## src/rtl/fetch_pkg.sv

```systemverilog
// Shared types and constants for the instruction-fetch front end.
package fetch_pkg;

    typedef struct packed {
        logic [63:0] addr;
        logic [63:0] data;
    } fetch_entry_t;

    localparam int unsigned FETCH_BYTES = 8;
    localparam logic [63:0] ALIGN_MASK  = 64'h7;

    typedef enum logic [1:0] {
        IDLE,
        FETCH,
        DRAIN
    } state_t;

    function automatic logic [63:0] align_addr(input logic [63:0] addr);
        return addr & ~ALIGN_MASK;
    endfunction

endpackage

```

## src/rtl/fetch_fifo.sv

```systemverilog
// First-word-fall-through circular buffer; clear has priority over push and pop.
module fetch_fifo
    import fetch_pkg::*;
#(
    parameter int unsigned DEPTH = 4,
    parameter type T = fetch_entry_t
) (
    input  logic                     clk,
    input  logic                     rst,
    input  logic                     push,
    input  T                         push_data,
    input  logic                     pop,
    input  logic                     clear,
    output T                         head,
    output logic                     empty,
    output logic                     full,
    output logic [$clog2(DEPTH):0]   count
);

    localparam int unsigned AW = $clog2(DEPTH);

    T               mem [DEPTH];
    logic [AW-1:0]  wr_ptr;
    logic [AW-1:0]  rd_ptr;
    logic [AW:0]    cnt;
    logic           do_push;
    logic           do_pop;

    assign empty   = (cnt == '0);
    assign full    = (cnt == (AW+1)'(DEPTH));
    assign count   = cnt;
    assign head    = mem[rd_ptr];

    // A push into a full buffer is only accepted when the head leaves in the same cycle.
    assign do_pop  = pop & ~empty;
    assign do_push = push & (~full | do_pop);

    always_ff @(posedge clk or posedge rst) begin
        if (rst) begin
            wr_ptr <= '0;
            rd_ptr <= '0;
            cnt    <= '0;
        end else if (clear) begin
            wr_ptr <= '0;
            rd_ptr <= '0;
            cnt    <= '0;
        end else begin
            if (do_push) wr_ptr <= wr_ptr + 1'b1;
            if (do_pop)  rd_ptr <= rd_ptr + 1'b1;
            case ({do_push, do_pop})
                2'b10:   cnt <= cnt + 1'b1;
                2'b01:   cnt <= cnt - 1'b1;
                default: cnt <= cnt;
            endcase
        end
    end

    always_ff @(posedge clk) begin
        if (do_push && !clear) mem[wr_ptr] <= push_data;
    end

endmodule

```

## src/rtl/instr_fetch_buffer.sv

```systemverilog
// Instruction-fetch front end: sequential 8-byte fetch requests with credit-based
// flow control, response buffering, and flush redirect that discards stale responses.
module instr_fetch_buffer
    import fetch_pkg::*;
#(
    parameter int unsigned DEPTH     = 4,
    parameter logic [63:0] BOOT_ADDR = 64'h0
) (
    input  logic        clk_i,
    input  logic        rst_i,
    input  logic        fetch_en_i,
    input  logic        flush_i,
    input  logic [63:0] flush_addr_i,
    output logic [63:0] instr_if_address_o,
    output logic        instr_if_data_req_o,
    input  logic        instr_if_data_gnt_i,
    input  logic        instr_if_data_rvalid_i,
    input  logic [63:0] instr_if_data_rdata_i,
    output logic        fetch_valid_o,
    output logic [63:0] fetch_addr_o,
    output logic [63:0] fetch_rdata_o,
    input  logic        fetch_ready_i
);

    localparam int unsigned CW = $clog2(DEPTH) + 1;

    logic [63:0]   pc;
    logic [63:0]   resp_pc;
    logic [CW-1:0] outstanding;
    logic [CW-1:0] outstanding_n;
    logic [CW-1:0] discard;
    logic [CW-1:0] discard_n;
    logic [CW-1:0] count;
    logic [CW:0]   credit_used;
    state_t        state;

    logic          empty;
    logic          full;
    logic          grant;
    logic          drop;
    logic          push;
    logic          pop;
    fetch_entry_t  head;
    fetch_entry_t  push_entry;

    assign credit_used         = {1'b0, outstanding} + {1'b0, count};
    assign instr_if_data_req_o = fetch_en_i & ~flush_i & (state != IDLE)
                                 & (credit_used < (CW+1)'(DEPTH));
    assign instr_if_address_o  = pc;

    assign grant = instr_if_data_req_o & instr_if_data_gnt_i;
    assign drop  = instr_if_data_rvalid_i & (discard != '0);
    assign push  = instr_if_data_rvalid_i & ~drop & ~flush_i;

    assign fetch_valid_o = ~empty & ~flush_i;
    assign pop           = fetch_valid_o & fetch_ready_i;
    assign fetch_addr_o  = head.addr;
    assign fetch_rdata_o = head.data;

    assign push_entry.addr = resp_pc;
    assign push_entry.data = instr_if_data_rdata_i;

    // outstanding only tracks live requests; on flush every live request becomes
    // stale and migrates into discard, less any response landing this cycle.
    always_comb begin
        discard_n     = discard;
        outstanding_n = outstanding;
        if (flush_i) begin
            discard_n     = discard + outstanding - CW'(instr_if_data_rvalid_i);
            outstanding_n = '0;
        end else begin
            if (drop) discard_n = discard - CW'(1);
            outstanding_n = outstanding + CW'(grant) - CW'(instr_if_data_rvalid_i & ~drop);
        end
    end

    always_ff @(posedge clk_i or posedge rst_i) begin
        if (rst_i) begin
            pc          <= align_addr(BOOT_ADDR);
            resp_pc     <= align_addr(BOOT_ADDR);
            outstanding <= '0;
            discard     <= '0;
            state       <= IDLE;
        end else begin
            outstanding <= outstanding_n;
            discard     <= discard_n;
            state       <= (discard_n != '0) ? DRAIN : FETCH;
            if (flush_i) begin
                pc      <= align_addr(flush_addr_i);
                resp_pc <= align_addr(flush_addr_i);
            end else begin
                if (grant) pc      <= pc + 64'(FETCH_BYTES);
                if (push)  resp_pc <= resp_pc + 64'(FETCH_BYTES);
            end
        end
    end

    fetch_fifo #(
        .DEPTH (DEPTH),
        .T     (fetch_entry_t)
    ) u_fifo (
        .clk       (clk_i),
        .rst       (rst_i),
        .push      (push),
        .push_data (push_entry),
        .pop       (pop),
        .clear     (flush_i),
        .head      (head),
        .empty     (empty),
        .full      (full),
        .count     (count)
    );

    overflow_chk: assert property (@(posedge clk_i) disable iff (rst_i) !(push && full && !pop));

endmodule

```

## config.mk

```make
export PLATFORM = sky130hd
export DESIGN_NAME = instr_fetch_buffer
export DESIGN_NICKNAME = d
export VERILOG_FILES = /design/src/rtl/fetch_pkg.sv /design/src/rtl/fetch_fifo.sv /design/src/rtl/instr_fetch_buffer.sv
export SDC_FILE = /design/constraint.sdc
export NUM_CORES = 1
export LEC_CHECK = 0
export ABC_AREA = 0
export CAP_MARGIN = 20
export CORE_MARGIN = 5
export CORE_UTILIZATION = 45
export CTS_CLUSTER_SIZE = 20
export DETAILED_ROUTE_END_ITERATION = 8
export GPL_ROUTABILITY_DRIVEN = 0
export PLACE_DENSITY = 0.73
export REMOVE_ABC_BUFFERS = 1
export SLEW_MARGIN = 25
export SYNTH_ARGS = -nofsm -noshare
export SYNTH_HDL_FRONTEND = slang
export SYNTH_SLANG_ARGS = --single-unit
```

## constraint.sdc

```tcl
create_clock -name clk_i -period 9.06 [get_ports clk_i]
set_input_delay 1.812 -clock clk_i [delete_from_list [all_inputs] [get_ports clk_i]]
set_output_delay 1.812 -clock clk_i [all_outputs]
set_load 0.005 [all_outputs]
```

==> reports/summary.log, run 1 <==
[yosys] top flip-flop cell by instance count after synthesis sky130_fd_sc_hd__edfxtp_1
[timing] final hold violation count 0
[layout] nets@finish 2,046
[yosys] most numerous cell in the Yosys netlist sky130_fd_sc_hd__edfxtp_1
[worst_setup_path] CP Data Required Time 7.25 ns
[drt] number of nets with antenna violations after detailed routing 0
[drt] average vias per placed instance 5.764
[job] max-capacitance violation count 0
[yosys] share of the yosys chip area belonging to registers 71.18%
[floorplan] Die Width 250.0 µm
[drt] top layer in use met5
[worst_setup_path] R2R Setup Slk 5.39 ns
[layout] layout cell share with drive strength beyond 1 13.90%
[placement] buffers added on ports 319
[drt] detailed route wirelength on metal2 30,890 µm
[timing] Final Cycle Share 61.36%
[drt] number of iterations in the first detailed-routing pass 6
[yosys] gate count of the mapped netlist 1,556
[timing] setup repair after global routing missed its margin false
[floorplan] Ports 329
[drt] Iteration-0 DRC Markers 1,208
[worst_setup_path] start-to-end type of the worst setup path in2out
[global_route] antenna violations before repair 4
[worst_setup_path] biggest fanout along the worst timing path 71
[drt] routed metal-1 wirelength 27,070 µm
[yosys] number of enable flip-flop cells after synthesis 500
[layout] Area growth, synth to finish 24.11%
[drt] total met3 wirelength after detailed routing 5897 µm
[drt] total via count after detailed routing 15,616
[cts] CTS buffer count 66
[worst_setup_path] CP Launch Type primary input
[timing] final critical-path required period 5.560 ns
[drt] Total Routed Length 65,280 µm
[placement] detailed placer's ending HPWL 42,690 µm
[timing] largest clock skew in the final design 0.02321 ns
[yosys] synthesized area per cell 16.65 µm²
[yosys] FF+latch count, synth 637
[outcome] outcome complete, no violations
[global_route] Total GRT Usage 20.67%
[cts] CTS Hold Bufs 0
[drt] Residual DRC 0
[cts] Clock Sink Count 637
[cts] buffer count from post-CTS setup fixing 0
[worst_setup_path] critical path data arrival time 3.75 ns
[yosys] largest area contributor in the netlist sky130_fd_sc_hd__edfxtp_1
[yosys] list of most frequent post-synthesis cells sky130_fd_sc_hd__edfxtp_1, sky130_fd_sc_hd__dfrtp_1, sky130_fd_sc_hd__mux4_2, sky130_fd_sc_hd__nand2_1, sky130_fd_sc_hd__o21ai_0
[cts] clock latency reported for the late side of the worst-skew pair 0.60 ns
[cts] clock tree from TritonCTS yes
[floorplan] vertical die dimension 250.0 µm
[drt] Routed wire per std cell 24.10 µm
[pwr] post-layout total power 7158 µW
[global_route] total congestion overflow after global routing 0
[pwr] power density relative to cell area 222.6 nW/µm²
[floorplan] number of rows in the core area 88
[yosys] Synth warnings 0
[timing] number of max-slew violations in the final report 0
[cts] count of instances resized after the clock tree is built 0
[timing] worst rel slew slack 35.07%
[floorplan] Die ar. 62,480 µm²
[pwr] VDD IR-drop max 0.1335 mV
[global_route] number of global-route vias before repair 15,736
[cts] Root Buffer Master sky130_fd_sc_hd__clkbuf_16
[yosys] Synth Cell Area 25,910 µm²
[timing] f_max 179.9 MHz
[worst_setup_path] kind of end point of the critical path output port
[timing] Setup Viol. Count Final 0
[hold_path] class of the most critical hold timing path reg2reg
[timing] worst slew pin tran 0.9659 ns
[placement] setup slack after placement 3.530 ns
[timing] Total Neg Setup Slack 0 ns
[cts] CTS Buffer Depth 3
[yosys] cell types occupying the most area after synthesis sky130_fd_sc_hd__edfxtp_1, sky130_fd_sc_hd__dfrtp_1, sky130_fd_sc_hd__mux4_2
[floorplan] placeable core region 57,370 µm²
[cts] clock transition at the registers of the reported paths 0.06 ns
[cts] H-tree levels 3
[yosys] Synth async-reset ratio 21.51%
[yosys] top-area cell type share of the netlist area 57.95%
[global_route] first-pass GRT wire length 99,630 µm
[pwr] leakage dissipation 0.01067 µW
[yosys] number of unique standard cell types used by synthesis 54
[floorplan] starting utilization of the core area 45.17%
[global_route] pin count of the biggest net entering global routing 81
[timing] Setup WS post-layout 3.500 ns
==> per-stage QoR <==
| stage | utilization [%] | hold WS (ns) | instances | area (µm²) |
|---|---|---|---|---|
| after floorplan | - | 0.4952 | 1488 | 25630 |
| after global placement | 52.30 | 0.5252 | 2590 | 30000 |
| after detailed placement | 52.31 | 0.5447 | 2590 | 30010 |
| after CTS | 56.03 | 0.5541 | 2708 | 32140 |
| after global routing | 56.05 | 0.5909 | 2708 | 32150 |
| final | 56.06 | 0.5453 | 2709 | 32160 |
==> cell usage in the layout, fill, tap and decap left out, drive strengths merged, types with 4 or more instances in the layout <==
cell type | netlist | layout
a21oi | 14 | 14
a31oi | 17 | 17
and2 | 13 | 13
and3 | 29 | 29
and4 | 11 | 11
buf | 24 | 19
bufinv | 0 | 7
clkbuf | 49 | 78
clkdlybuf4s50 | 0 | 318
clkinv | 1 | 28
conb | 1 | 6
dfrtp | 137 | 137
edfxtp | 500 | 500
ha | 15 | 15
inv | 28 | 32
mux2 | 5 | 5
mux2i | 4 | 4
mux4 | 125 | 125
nand2 | 125 | 125
nand3 | 72 | 72
nand3b | 4 | 4
nand4 | 34 | 34
nor2 | 49 | 49
nor3 | 20 | 20
nor4 | 12 | 12
o211ai | 33 | 33
o21ai | 91 | 91
o311ai | 25 | 25
or2 | 6 | 6
or3 | 8 | 8
or4 | 6 | 6
xnor2 | 26 | 26
xor2 | 46 | 46
==> power by group <==
| group | switching, µW | leakage, µW | internal [µW] |
|---|---|---|---|
| clock network | 1110 | 0.00105 | 1570 |
| logic | 447 | 0.00343 | 552 |
| registers | 160 | 0.00619 | 3320 |
| total | 1710 | 0.0107 | 5440 |
==> state kept, by name (all words and copies together), names as in the netlist <==
register / count
u_fifo.count: 3
state: 2
instr_if_address_o: 61
resp_pc: 61
u_fifo.rd_ptr: 2
u_fifo.mem: 500
outstanding: 3
u_fifo.wr_ptr: 2
discard: 3
==> routing by layer <==
| layer | global-route usage [%] | vias to the layer above |
|---|---|---|
| li1 | - | 6841 |
| met1 | 28.82 | 8001 |
| met2 | 32.65 | 670 |
| met3 | 5.690 | 98 |
| met4 | 5.473 | 6 |
| met5 | 0 | - |
==> worst paths after layout <==
kind | cells after the start | start | to
max | 4 | flush_i | fetch_valid_o
min | 1 | u_fifo.wr_ptr[0] | u_fifo.wr_ptr[0]
max reg2reg | 7 | discard[0] | u_fifo.mem[3][70]
min reg2reg | 1 | u_fifo.wr_ptr[0] | u_fifo.wr_ptr[0]
max in group asynchronous | 3 | rst_i | u_fifo.rd_ptr[0]
min in group asynchronous | 2 | rst_i | resp_pc[14]
==> worst max-delay path, cell delays in order <==
cell                              delay (ns)
sky130_fd_sc_hd__buf_4                  0.44
sky130_fd_sc_hd__buf_4                  0.69
sky130_fd_sc_hd__nor2_1                 0.19
sky130_fd_sc_hd__clkdlybuf4s50_1        0.54
==> cell families (layout without fill, tap and decap cells) <==
logic type      after synthesis  count (layout)  share of synthesized area, %
xor+xnor                     72              72                         2.434
compound gates              193             193                         4.698
flops                       637             637                         71.18
buf+inv                     102             484                         1.584
simple gates                399             399                         7.900
mux                         134             134                         11.24
fa+ha+maj                    18              18                        0.9561
other cells                   1               7                       0.01447
==> final cells by class <==
class,count,area [µm²]
clock inverter,40,404.1
tap,765,957.2
clock buffer,78,1728
timing repair buffer,337,3388
multi-input combinational,822,7113
antenna,1,2.502
fill,4419,25210
sequential,637,18450
inverter,29,113.9
No activity file was read; power rests on OpenSTA's default activity.
==> inputs of run 2 (changes only) <==
clock period = 5.2 ns   (was 9.06 ns; I/O delays follow)
==> run 2 against run 1 <==
Via count rose by 0.49%; final area rose by 0.43%; worst hold slack got worse by 0.019 ns; critical endpoint is now fetch_addr_o[11]; largest power group unchanged.
==> reports/summary.log, run 2 (same netlist as run 1, synthesis figures left out) <==
[outcome] outcome complete, no violations
[pwr] power density relative to cell area 388.2 nW/µm² [+74%]
[floorplan] placeable core region 57,370 µm² [unchanged]
[pwr] leakage dissipation 0.01072 µW [+0.52%]
[cts] buffer count from post-CTS setup fixing 0 [unchanged]
[timing] Final Cycle Share 80.41%
[timing] f_max 239.2 MHz
[pwr] VDD IR-drop max 0.2363 mV [+77%]
[layout] Area growth, synth to finish 24.64%
[layout] sequential standard cell area 18,450 µm² [unchanged]
[timing] final critical-path required period 4.181 ns
[global_route] Total GRT Usage 20.72% [+0.049 points]
[drt] total via count after detailed routing 15,692 [+0.49%]
[timing] worst-case hold slack 0.5261 ns [-0.01913 ns]
[floorplan] Ports 329 [unchanged]
[layout] largest register by flop count u_fifo.mem
[layout] most frequent standard cell in the layout excluding fill and tap cells sky130_fd_sc_hd__edfxtp_1
[cts] CTS Buffer Depth 3 [unchanged]
[global_route] number of global-route vias before repair 15,827 [+0.58%]
[timing] setup repair after global routing missed its margin false
[layout] highest-count cells in the layout ignoring fill and taps sky130_fd_sc_hd__edfxtp_1, sky130_fd_sc_hd__clkdlybuf4s50_1, sky130_fd_sc_hd__dfrtp_1
[worst_setup_path] critical path data arrival time 3.14 ns [-0.61 ns]
[cts] Root Buffer Master sky130_fd_sc_hd__clkbuf_16
[cts] clock latency reported for the late side of the worst-skew pair 0.59 ns [about the same]
[placement] buffers added on ports 319 [unchanged]
[job] max-capacitance violation count 0 [unchanged]
[cts] H-tree levels 3 [unchanged]
[drt] Iteration-0 DRC Markers 1,362 [+13%]
[layout] area used by multi-input combinational logic 7102 µm² [-0.16%]
[global_route] total congestion overflow after global routing 0 [unchanged]
[worst_setup_path] kind of end point of the critical path output port
[drt] Total Routed Length 65,720 µm [+0.68%]
[timing] number of max-slew violations in the final report 0 [unchanged]
[placement] detailed placer's ending HPWL 42,760 µm [+0.14%]
[layout] cell area after layout 32,300 µm² [+0.43%]
[timing] Setup Viol. Count Final 0 [unchanged]
[floorplan] Die Width 250.0 µm [unchanged]
[drt] average vias per placed instance 5.771 [+0.12%]
[placement] setup slack after placement 1.326 ns [-2.203 ns]
[floorplan] vertical die dimension 250.0 µm [unchanged]
[cts] clock transition at the registers of the reported paths 0.06 ns [about the same]
[timing] worst rel slew slack 30.76% [-4.3 points]
[worst_setup_path] start-to-end type of the worst setup path reg2out
[cts] Clock Sink Count 637 [unchanged]
[floorplan] starting utilization of the core area 45.17% [unchanged]
[timing] final hold violation count 0 [unchanged]
[timing] worst slew pin tran 1.039 ns [+0.07270 ns]
[cts] CTS Hold Bufs 0 [unchanged]
[timing] Setup WS post-layout 1.019 ns [-2.482 ns]
[worst_setup_path] CP Data Required Time 4.16 ns [-3.09 ns]
[floorplan] number of rows in the core area 88 [unchanged]
[worst_setup_path] biggest fanout along the worst timing path 41 [-42%]
[drt] number of nets with antenna violations after detailed routing 0 [unchanged]
[hold_path] class of the most critical hold timing path reg2reg
[floorplan] Die ar. 62,480 µm² [unchanged]
[cts] clock tree from TritonCTS yes
[layout] number of flip-flops under the largest register name 500 [unchanged]
[global_route] pin count of the biggest net entering global routing 80 [-1.2%]
[placement] total cell area at the placement stage 30,130 µm² [+0.40%]
[timing] largest clock skew in the final design 0.02663 ns [+0.003418 ns]
[global_route] antenna violations before repair 1 [-3]
[layout] nets@finish 2,056 [+0.49%]
[drt] Routed wire per std cell 24.17 µm [+0.31%]
[timing] Total Neg Setup Slack 0 ns [unchanged]
[cts] count of instances resized after the clock tree is built 0 [unchanged]
[layout] final design utilization 56.30% [+0.24 points]
[worst_setup_path] CP Launch Type register
[cts] CTS buffer count 66 [unchanged]
[layout] layout cell share with drive strength beyond 1 14.14% [+0.24 points]
[drt] Residual DRC 0 [unchanged]
[global_route] first-pass GRT wire length 99,790 µm [+0.17%]
[layout] Filler Cells Inserted 4,394 [-0.57%]
[drt] number of iterations in the first detailed-routing pass 6 [unchanged]
[run 2: critical path, stage by stage, from the launching register on]
cell and delay [ns]:
sky130_fd_sc_hd__dfrtp_4 0.99, sky130_fd_sc_hd__buf_12 0.36, sky130_fd_sc_hd__mux4_2 0.60, sky130_fd_sc_hd__clkdlybuf4s50_1 0.47
[run 2: layout make-up]
cell class	instances	share of cell area, %
repair buffers	347	10.88
inverters	29	0.3525
clock inverters	26	0.8833
multi-input cells	822	21.99
well taps	765	2.964
flip-flops and latches	637	57.13
clock buffers	91	5.788
diodes	2	0.01550
[run 2: stage by stage]
step	power, µW	cells
2_1_floorplan	7021	1488
3_3_place_gp	7920	2600
3_5_place_dp	7964	2600
4_1_cts	12680	2717
5_1_grt	13060	2717
6_report	12540	2719
[run 2: per-layer routing]
metal / part of all wire [%] / routed length (µm) / GRT usage (%) / vias to the layer above
met5: 0.012 / 8 / 0 / -
met4: 1.9 / 1223 / 4.959 / 2
met3: 8.3 / 5470 / 5.513 / 98
met2: 48 / 31650 / 33.11 / 667
met1: 42 / 27380 / 28.93 / 8062
li1: - / - / - / 6863
[run 2: path summary, 6_finish.rpt]
path / start / to / slack (ns) / cells after the start
worst max register to register: instr_if_address_o[9] / instr_if_address_o[62] / 1.98 / 6
worst min-delay path: resp_pc[63] / u_fifo.mem[0][127] / 0.53 / 0
min in group asynchronous: rst_i / instr_if_address_o[18] / 0.97 / 2
worst min register to register: resp_pc[63] / u_fifo.mem[0][127] / 0.53 / 0
max in group asynchronous: rst_i / resp_pc[63] / 3.30 / 3
worst max-delay path: u_fifo.rd_ptr[0] / fetch_addr_o[11] / 1.02 / 3
[run 2: report_power, final]
part / leakage, µW / internal, µW / switching [µW]
Sequential: 0.00619 / 5790 / 292
Combinational: 0.00348 / 986 / 777
Clock: 0.00106 / 2810 / 1880
Total: 0.0107 / 9590 / 2950
